**src/rtl/axis_pkt_pkg.sv**
```systemverilog
// Shared types and helpers for the AXIS packet generator.
package axis_pkt_pkg;

  typedef enum logic [1:0] {
    IDLE = 2'd0,
    SEND = 2'd1,
    GAP  = 2'd2,
    DONE = 2'd3
  } state_t;

  // TUSER bit that marks the first beat of a packet
  localparam int SOF_BIT = 0;

  // Widest TKEEP the mask helper can produce (1024-bit TDATA)
  localparam int KEEP_MAX = 128;

  // Low r lanes set; r at or above the lane count gives a full mask
  function automatic logic [KEEP_MAX-1:0] keep_from_bytes(input int unsigned r);
    logic [KEEP_MAX-1:0] m;
    m = '0;
    for (int unsigned i = 0; i < KEEP_MAX; i++) begin
      m[i] = (i < r);
    end
    return m;
  endfunction

  // Byte k of packet p: wraps naturally at 8 bits
  function automatic logic [7:0] pattern_byte(input logic [7:0] p, input logic [7:0] k);
    return p + k;
  endfunction

endpackage

```
**src/rtl/axis_pkt_gen_if.sv**
```systemverilog
// AXI4-Stream bundle between the packet generator and its sink.
interface axis_pkt_gen_if #(
  parameter int DATA_W = 32,
  parameter int USER_W = 1
);
  localparam int KEEP_W = DATA_W / 8;

  logic              tvalid;
  logic              tready;
  logic [DATA_W-1:0] tdata;
  logic [KEEP_W-1:0] tkeep;
  logic              tlast;
  logic [USER_W-1:0] tuser;

  modport master (output tvalid, tdata, tkeep, tlast, tuser, input tready);
  modport slave  (input tvalid, tdata, tkeep, tlast, tuser, output tready);
endinterface

```
**src/rtl/axis_pkt_beat_fmt.sv**
```systemverilog
// Builds one beat (data, keep, last) from packet base byte, beat index and bytes left.
module axis_pkt_beat_fmt
  import axis_pkt_pkg::*;
#(
  parameter int DATA_W = 32,
  parameter int KEEP_W = DATA_W / 8,
  parameter int LEN_W  = 16
) (
  input  logic [7:0]        i_base,
  input  logic [LEN_W-1:0]  i_beat,
  input  logic [LEN_W:0]    i_rem,
  output logic [DATA_W-1:0] o_tdata,
  output logic [KEEP_W-1:0] o_tkeep,
  output logic              o_tlast
);

  logic [7:0] w_off;

  // only the low byte of the lane offset matters for the mod-256 pattern
  assign w_off   = 8'(i_beat * KEEP_W);
  assign o_tkeep = KEEP_W'(keep_from_bytes(32'(i_rem)));
  assign o_tlast = (i_rem <= (LEN_W + 1)'(KEEP_W));

  // fill enabled lanes with the pattern, masked lanes stay zero
  always_comb begin
    o_tdata = '0;
    for (int i = 0; i < KEEP_W; i++) begin
      if (o_tkeep[i]) o_tdata[i*8 +: 8] = pattern_byte(i_base, w_off + 8'(i));
    end
  end

endmodule

```
**src/rtl/axis_pkt_gen.sv**
```systemverilog
// AXI4-Stream packet source: programmed count of patterned packets with optional gaps.
//
//  state | meaning
//  IDLE  | waiting for start; bad config flags cfg_err and pulses done
//  SEND  | presenting beats, stalls on tready low
//  GAP   | tvalid low for cfg_gap cycles between packets
//  DONE  | one-cycle done pulse, then back to IDLE
module axis_pkt_gen
  import axis_pkt_pkg::*;
#(
  parameter int DATA_W = 32,
  parameter int KEEP_W = DATA_W / 8,
  parameter int USER_W = 1,
  parameter int LEN_W  = 16,
  parameter int CNT_W  = 16,
  parameter int GAP_W  = 8
) (
  input  logic             aclk,
  input  logic             aresetn,
  input  logic             start,
  input  logic [LEN_W-1:0] cfg_len,
  input  logic [CNT_W-1:0] cfg_count,
  input  logic [GAP_W-1:0] cfg_gap,
  output logic             busy,
  output logic             done,
  output logic             cfg_err,
  output logic [CNT_W-1:0] pkts_sent,
  axis_pkt_gen_if.master   m_axis
);

  localparam logic [LEN_W:0] REM_STEP = (LEN_W + 1)'(KEEP_W);

  state_t r_state, w_state_nxt;

  logic [LEN_W-1:0]  r_len;
  logic [CNT_W-1:0]  r_count;
  logic [GAP_W-1:0]  r_gap;
  logic [GAP_W-1:0]  r_gap_cnt;
  logic [LEN_W-1:0]  r_beat;
  logic [LEN_W:0]    r_rem;
  logic [CNT_W-1:0]  r_pkts_sent;
  logic              r_busy, r_done, r_cfg_err;
  logic              r_tvalid, r_tlast;
  logic [DATA_W-1:0] r_tdata;
  logic [KEEP_W-1:0] r_tkeep;
  logic [USER_W-1:0] r_tuser;

  logic              w_hs;
  logic              w_load, w_start_ok, w_start_err, w_pkt_done, w_gap_load;
  logic [CNT_W-1:0]  w_sent_inc;
  logic [7:0]        w_fmt_base;
  logic [LEN_W-1:0]  w_fmt_beat;
  logic [LEN_W:0]    w_fmt_rem;
  logic [DATA_W-1:0] w_fmt_data;
  logic [KEEP_W-1:0] w_fmt_keep;
  logic              w_fmt_last;
  logic [USER_W-1:0] w_fmt_user;

  assign w_hs       = r_tvalid && m_axis.tready;
  assign w_sent_inc = r_pkts_sent + 1'b1;

  axis_pkt_beat_fmt #(
    .DATA_W (DATA_W),
    .KEEP_W (KEEP_W),
    .LEN_W  (LEN_W)
  ) u_fmt (
    .i_base  (w_fmt_base),
    .i_beat  (w_fmt_beat),
    .i_rem   (w_fmt_rem),
    .o_tdata (w_fmt_data),
    .o_tkeep (w_fmt_keep),
    .o_tlast (w_fmt_last)
  );

  // next state and selection of the beat to load into the output registers
  always_comb begin
    w_state_nxt = r_state;
    w_load      = 1'b0;
    w_start_ok  = 1'b0;
    w_start_err = 1'b0;
    w_pkt_done  = 1'b0;
    w_gap_load  = 1'b0;
    w_fmt_base  = 8'(r_pkts_sent);
    w_fmt_beat  = '0;
    w_fmt_rem   = {1'b0, r_len};
    unique case (r_state)
      IDLE: begin
        if (start) begin
          if (cfg_len != '0 && cfg_count != '0) begin
            w_start_ok  = 1'b1;
            w_load      = 1'b1;
            w_fmt_base  = 8'h00;
            w_fmt_rem   = {1'b0, cfg_len};
            w_state_nxt = SEND;
          end else begin
            w_start_err = 1'b1;
          end
        end
      end
      SEND: begin
        if (w_hs) begin
          if (r_tlast) begin
            w_pkt_done = 1'b1;
            if (w_sent_inc == r_count) begin
              w_state_nxt = DONE;
            end else if (r_gap == '0) begin
              w_load     = 1'b1;
              w_fmt_base = 8'(w_sent_inc);
            end else begin
              w_gap_load  = 1'b1;
              w_state_nxt = GAP;
            end
          end else begin
            w_load     = 1'b1;
            w_fmt_beat = r_beat + 1'b1;
            w_fmt_rem  = r_rem - REM_STEP;
          end
        end
      end
      GAP: begin
        // pkts_sent already points at the upcoming packet here
        if (r_gap_cnt == GAP_W'(1)) begin
          w_load      = 1'b1;
          w_state_nxt = SEND;
        end
      end
      DONE: w_state_nxt = IDLE;
      default: w_state_nxt = IDLE;
    endcase
    w_fmt_user          = '0;
    w_fmt_user[SOF_BIT] = (w_fmt_beat == '0);
  end

  // state, run configuration, counters and status flags
  always_ff @(posedge aclk or negedge aresetn) begin
    if (!aresetn) begin
      r_state     <= IDLE;
      r_len       <= '0;
      r_count     <= '0;
      r_gap       <= '0;
      r_gap_cnt   <= '0;
      r_pkts_sent <= '0;
      r_busy      <= 1'b0;
      r_done      <= 1'b0;
      r_cfg_err   <= 1'b0;
    end else begin
      r_state <= w_state_nxt;
      r_busy  <= (w_state_nxt == SEND) || (w_state_nxt == GAP);
      r_done  <= w_start_err || (r_state == SEND && w_state_nxt == DONE);
      if (w_start_err) r_cfg_err <= 1'b1;
      if (w_start_ok) begin
        r_cfg_err   <= 1'b0;
        r_len       <= cfg_len;
        r_count     <= cfg_count;
        r_gap       <= cfg_gap;
        r_pkts_sent <= '0;
      end
      if (w_pkt_done) r_pkts_sent <= w_sent_inc;
      if (w_gap_load) r_gap_cnt <= r_gap;
      else if (r_state == GAP) r_gap_cnt <= r_gap_cnt - 1'b1;
    end
  end

  // AXIS output registers: load a new beat, or drop valid after the last transfer
  always_ff @(posedge aclk or negedge aresetn) begin
    if (!aresetn) begin
      r_tvalid <= 1'b0;
      r_tdata  <= '0;
      r_tkeep  <= '0;
      r_tlast  <= 1'b0;
      r_tuser  <= '0;
      r_beat   <= '0;
      r_rem    <= '0;
    end else if (w_load) begin
      r_tvalid <= 1'b1;
      r_tdata  <= w_fmt_data;
      r_tkeep  <= w_fmt_keep;
      r_tlast  <= w_fmt_last;
      r_tuser  <= w_fmt_user;
      r_beat   <= w_fmt_beat;
      r_rem    <= w_fmt_rem;
    end else if (w_hs) begin
      r_tvalid <= 1'b0;
    end
  end

  assign busy          = r_busy;
  assign done          = r_done;
  assign cfg_err       = r_cfg_err;
  assign pkts_sent     = r_pkts_sent;
  assign m_axis.tvalid = r_tvalid;
  assign m_axis.tdata  = r_tdata;
  assign m_axis.tkeep  = r_tkeep;
  assign m_axis.tlast  = r_tlast;
  assign m_axis.tuser  = r_tuser;

endmodule

```
**src/flat_wrapper.sv**
```systemverilog
// flat-port wrapper written by rule: the top's interface ports become plain ports
module axis_pkt_gen_flat import axis_pkt_pkg::*;
#(
  parameter int DATA_W = 32,
  parameter int KEEP_W = DATA_W / 8,
  parameter int USER_W = 1,
  parameter int LEN_W  = 16,
  parameter int CNT_W  = 16,
  parameter int GAP_W  = 8
)
  (aclk, aresetn, start, cfg_len, cfg_count, cfg_gap, busy, done, cfg_err, pkts_sent, m_axis_tvalid, m_axis_tdata, m_axis_tkeep, m_axis_tlast, m_axis_tuser, m_axis_tready);
  axis_pkt_gen_if #(.DATA_W(DATA_W), .USER_W(USER_W)) m_axis_i ();
  input  logic aclk;
  input  logic aresetn;
  input  logic start;
  input  logic [LEN_W-1:0] cfg_len;
  input  logic [CNT_W-1:0] cfg_count;
  input  logic [GAP_W-1:0] cfg_gap;
  output logic busy;
  output logic done;
  output logic cfg_err;
  output logic [CNT_W-1:0] pkts_sent;
  output wire logic [$bits(m_axis_i.tvalid)-1:0] m_axis_tvalid;
  output wire logic [$bits(m_axis_i.tdata)-1:0] m_axis_tdata;
  output wire logic [$bits(m_axis_i.tkeep)-1:0] m_axis_tkeep;
  output wire logic [$bits(m_axis_i.tlast)-1:0] m_axis_tlast;
  output wire logic [$bits(m_axis_i.tuser)-1:0] m_axis_tuser;
  input wire logic [$bits(m_axis_i.tready)-1:0] m_axis_tready;
  assign m_axis_tvalid = m_axis_i.tvalid;
  assign m_axis_tdata = m_axis_i.tdata;
  assign m_axis_tkeep = m_axis_i.tkeep;
  assign m_axis_tlast = m_axis_i.tlast;
  assign m_axis_tuser = m_axis_i.tuser;
  assign m_axis_i.tready = m_axis_tready;
  axis_pkt_gen #(.DATA_W(DATA_W), .KEEP_W(KEEP_W), .USER_W(USER_W), .LEN_W(LEN_W), .CNT_W(CNT_W), .GAP_W(GAP_W)) u_core (.aclk(aclk), .aresetn(aresetn), .start(start), .cfg_len(cfg_len), .cfg_count(cfg_count), .cfg_gap(cfg_gap), .busy(busy), .done(done), .cfg_err(cfg_err), .pkts_sent(pkts_sent), .m_axis(m_axis_i));
endmodule
```
**config.mk**
```make
export PLATFORM = sky130hd
export DESIGN_NAME = axis_pkt_gen_flat
export DESIGN_NICKNAME = d
export VERILOG_FILES = /design/src/rtl/axis_pkt_pkg.sv /design/src/rtl/axis_pkt_gen_if.sv /design/src/rtl/axis_pkt_beat_fmt.sv /design/src/rtl/axis_pkt_gen.sv /design/src/flat_wrapper.sv
export SDC_FILE = /design/constraint.sdc
export NUM_CORES = 1
export LEC_CHECK = 0
export BUFFER_PORTS_ARGS = -buffer_cell sky130_fd_sc_hd__buf_2
export CAP_MARGIN = 30
export CORE_MARGIN = 2
export CORE_UTILIZATION = 50
export CTS_BUF_LIST = sky130_fd_sc_hd__clkbuf_2
export DETAILED_ROUTE_END_ITERATION = 6
export GPL_TIMING_DRIVEN = 0
export HOLD_SLACK_MARGIN = 0.05
export PLACE_DENSITY_LB_ADDON = 0.08
export SYNTH_ARGS = -nofsm -noshare
export SYNTH_HDL_FRONTEND = slang
export SYNTH_SLANG_ARGS = --single-unit
```
**constraint.sdc**
```tcl
create_clock -name aclk -period 4.65 [get_ports aclk]
set_input_delay 0.2325 -clock aclk [delete_from_list [all_inputs] [get_ports aclk]]
set_output_delay 0.2325 -clock aclk [all_outputs]
set_load 0.1 [all_outputs]
```
==> run_results.csv <==
group,metric,value,unit
drt,post_drt_via_cell_ratio,5.73,
worst_setup_path,cp_num_cells,19,
clocking,cts_tree,"built",
place,dp_slack,-0.680,ns
worst_setup_path,cp-startpoint,"u_core.pkts_sent[1]$_DFFE_PN0P_",
worst_setup_path,crit_chain,"ha_4 -> xor2_1 -> a211o_1 -> or4b_1 -> or4_4 -> nor4_4 -> buf_6 -> nor3_4 -> nand2_1 -> xor2_1 -> nor2_1 -> ha_2 -> inv_1 -> o21bai_1 -> a21oi_2 -> o21ai_2 -> a41oi_2 -> xnor2_1 -> o31ai_2",
timing,relSlewSlack,38.3,%
drt,drc,0,
pwr,power_density,523,nW/um^2
clocking,cts_buffers,17,
timing,worst_slack,0.126,ns
logic_synthesis,syn-cell-area,8200,sq um
clocking,clock-root-buffer,"clkbuf_2",
cells_and_area,fin_cells,1343,
floorplan,rows,46,
floorplan,core,15900,sq um
cells_and_area,area_delta_synth_final,21.0,%
worst_setup_path,rr_startpoint,"u_core.pkts_sent[1]$_DFFE_PN0P_",
drt,first_iter_violations,666,
logic_synthesis,yosys_most_used_dff,"dfrtp_1",
logic_synthesis,synthesis.nets,1002,
timing,timing.final.crit_share,97.3,%
logic_synthesis,netlist_instances,942,
global_route,grt_max_degree,77,
worst_setup_path,start_kind,"register",
floorplan,initial_utilization,51.4,%
worst_setup_path,crit_required,5.37,ns
cells_and_area,layout-drive-gt1-share,18.9,%
logic_synthesis,synth-edff-count,0,
drt,via_count,7698,
place,place.gp.congestion,0.935,
drt,wl_per_cell,17.5,microns
logic_synthesis,async_flop_share,100,%
worst_setup_path,r2r_slack,0.13,ns
global_route,antenna_found_initial,1,
timing,drv_slew,0,
timing,grt_setup_unrepaired,"yes",
worst_setup_path,slowest_stage,"or4_4",
logic_synthesis,yosysTopAreaCellShare,43.0,%
floorplan,die_x,132,microns
timing,setup_viol,0,
worst_setup_path,max_stage_delay,0.56,ns
logic_synthesis,syn_avg_cell_area,8.71,sq um
run,cap_violations,0,
worst_setup_path,reg2regPathDepth,19,
timing,tightest_slew,0.925,ns
logic_synthesis,ys_ff_latch,141,
worst_setup_path,end_kind,"register",
logic_synthesis,yosysUniqueCellTypes,75,
global_route,grt_pass1_wl,38100,microns
timing,clock_skew,0.0420,ns
clocking,clk_latency,0.80,ns
worst_setup_path,crit_end,"u_core.m_axis.tdata[15]$_DFFE_PN0P_",
timing,hold_viol_final,0,
floorplan,io-pin-count,102,
pwr,p_leak,4.66,nW
global_route,overflow,0,
logic_synthesis,yosys.area.top_type,"dfrtp_1",
clocking,cts_sinks,141,
clocking,htreeDepth,4,
clocking,clk_pin_slew_worst_paths,0.23,ns
timing,final.min_clock_period,4.52,ns
pwr,totalPowerFinal,5.19,mW
global_route,track_usage,27.6,%
floorplan,fp.dieArea,17400,sq um
timing,fmax,221,MHz
pwr,ir_drop,0.403,mV
worst_setup_path,rr_endpoint,"u_core.m_axis.tdata[15]$_DFFE_PN0P_",
logic_synthesis,ys_seq_area_share,43.0,%
drt,ant_nets,0,
worst_setup_path,timing.critical_path.mode_cell,"xor2_1",
worst_setup_path,path_max_fanout,7,
worst_setup_path,crit_buf_inv,2,
logic_synthesis,netlist_top_cells_area,"dfrtp_1 43%, nand2_1 8.5%, xnor2_1 4.4%, nor2_1 3.8%, a22o_1 3.4%",
place,dpl.hpwl,16700,microns
place,dp_cells,1260,
worst_setup_path,arrival,5.24,ns
place,port-buffer-count,101,
clocking,cts_buffer_depth,2,
global_route,grt_pass1_vias,7209,
worst_setup_path,worstSetupPathType,"reg -> reg",
drt,firstDrtPassIters,6,
cells_and_area,final_nets,1173,
drt,drt-total-wl,23600,microns
run_status,outcome,"complete, no violations",
logic_synthesis,ys_warn_count,0,
floorplan,die_h,132,microns
worst_setup_path,crit_family,"simple AND/OR/NAND/NOR gates",
hold_path,hold_path_class,"in -> reg",
-- per-stage QoR --
stage / utilization, % / instance area (sq um) / hold WS, ns / TNS [ns]
floorplan: - / 8240 / -0.0631 / 0
global placement: 56.5 / 9010 / 0.425 / -7.17
detailed placement: 56.7 / 9050 / 0.268 / -7.49
CTS: 61.5 / 9800 / 0.135 / 0
global route: 62.2 / 9920 / 0.156 / -0.302
finish: 62.2 / 9920 / 0.156 / 0
-- layout by cell type, fill, tap and decap left out, types with 22 or more instances in the layout --
master           n
a21oi_1         41
a22o_1          32
buf_2          112
clkbuf_1        27
clkbuf_2        22
dfrtp_1        131
dlygate4sd3_1   44
nand2_1        186
nor2_1          83
o21ai_0         48
xnor2_1         41
xor2_1          24
-- repair_timing --
item	4_1_cts	5_1_grt
setup endpoints to repair	21	15
cloned	0	0
hold endpoints to repair	202	0
gates resized for setup	11	21
buffers inserted	2	6
hold buffers	45	0
pin swaps	2	13
-- tightest hold or removal path, delay by kind of cell --
kind / cells / cell delay, ns
simple gates: 2 / 0.08
buf+inv: 2 / 0.61
-- metal layers --
metal	global-route usage, %	share of wire [%]
met1	39.5	46
met2	42.8	46
met3	4.92	5.7
met4	8.70	2.1
met5	0	0
-- cells in the mapped netlist, types with 5 or more instances --
cell,number
a21o_1,12
xor2_1,24
o31ai_1,13
mux2i_1,5
clkbuf_1,36
nand2_1,186
dfrtp_1,141
nor3b_1,5
and2_1,8
nand4_1,9
o21ai_0,50
nand2b_1,5
nor3_1,15
a21oi_1,44
xnor2_1,41
a31oi_1,12
buf_4,5
a211oi_1,5
or4_1,5
inv_1,21
nand3_1,21
o21ai_1,18
and3_1,9
nor2_1,84
buf_2,12
ha_1,14
and4_1,5
nor4_1,21
nor2b_1,10
a22o_1,32
-- how the worst min path moves through the flow --
stage / cells after the start / endpoint / start / slack, ns
after floorplan: 0 / u_core.busy$_DFF_PN0_ / aresetn / -0.06
after global placement: 3 / u_core.r_gap[5]$_DFFE_PN0P_ / cfg_gap[5] / 0.42
after detailed placement: 1 / u_core.m_axis.tdata[4]$_DFFE_PN0P_ / aresetn / 0.27
after CTS: 4 / u_core.r_count[0]$_DFFE_PN0P_ / cfg_count[0] / 0.13
after global routing: 4 / u_core.r_gap[1]$_DFFE_PN0P_ / cfg_gap[1] / 0.16
final: 4 / u_core.r_gap[3]$_DFFE_PN0P_ / cfg_gap[3] / 0.16
-- state kept, by name (all words and copies together), names as in the netlist, 2 cells and up --
| name | count |
|---|---|
| u_core.r_gap | 8 |
| u_core.r_len | 16 |
| u_core.m_axis.tdata | 32 |
| u_core.r_gap_cnt | 8 |
| u_core.m_axis.tkeep | 4 |
| u_core.r_state | 2 |
| u_core.r_rem | 17 |
| u_core.r_beat | 16 |
| u_core.pkts_sent | 16 |
| u_core.r_count | 16 |
-- cells by family (layout without fill, tap and decap cells) --
kind of cell,Yosys count,in the layout,synth area share [%]
buffers and inverters,77,261,4.03
multiplexers,7,7,0.976
AND/OR/NAND/NOR,405,405,23.2
adder cells (fa/ha/maj),16,16,2.62
AO/OA/AOI/OAI,229,229,18.7
XOR/XNOR,67,67,7.43
other,0,1,0
flip-flops,141,141,43.0
-- report_power, final --
| group | internal [mW] | switching [mW] | leakage [nW] |
|---|---|---|---|
| Sequential | 1.58 | 0.333 | 1.79 |
| Clock | 0.299 | 0.492 | 0.152 |
| Combinational | 0.726 | 1.76 | 2.71 |
-- area by class of cell --
type                            instances  area [sq um]
Antenna cell                            1          2.50
Buffer                                 52           250
Clock buffer                           17          85.1
Clock inverter                         15           173
Fill cell                            1424          6020
Inverter                               22          82.6
Multi-Input combinational cell        724          4440
Sequential cell                       141          3550
Tap cell                              216           270
Timing Repair Buffer                  155          1070
(Power assumes the default switching activity.)
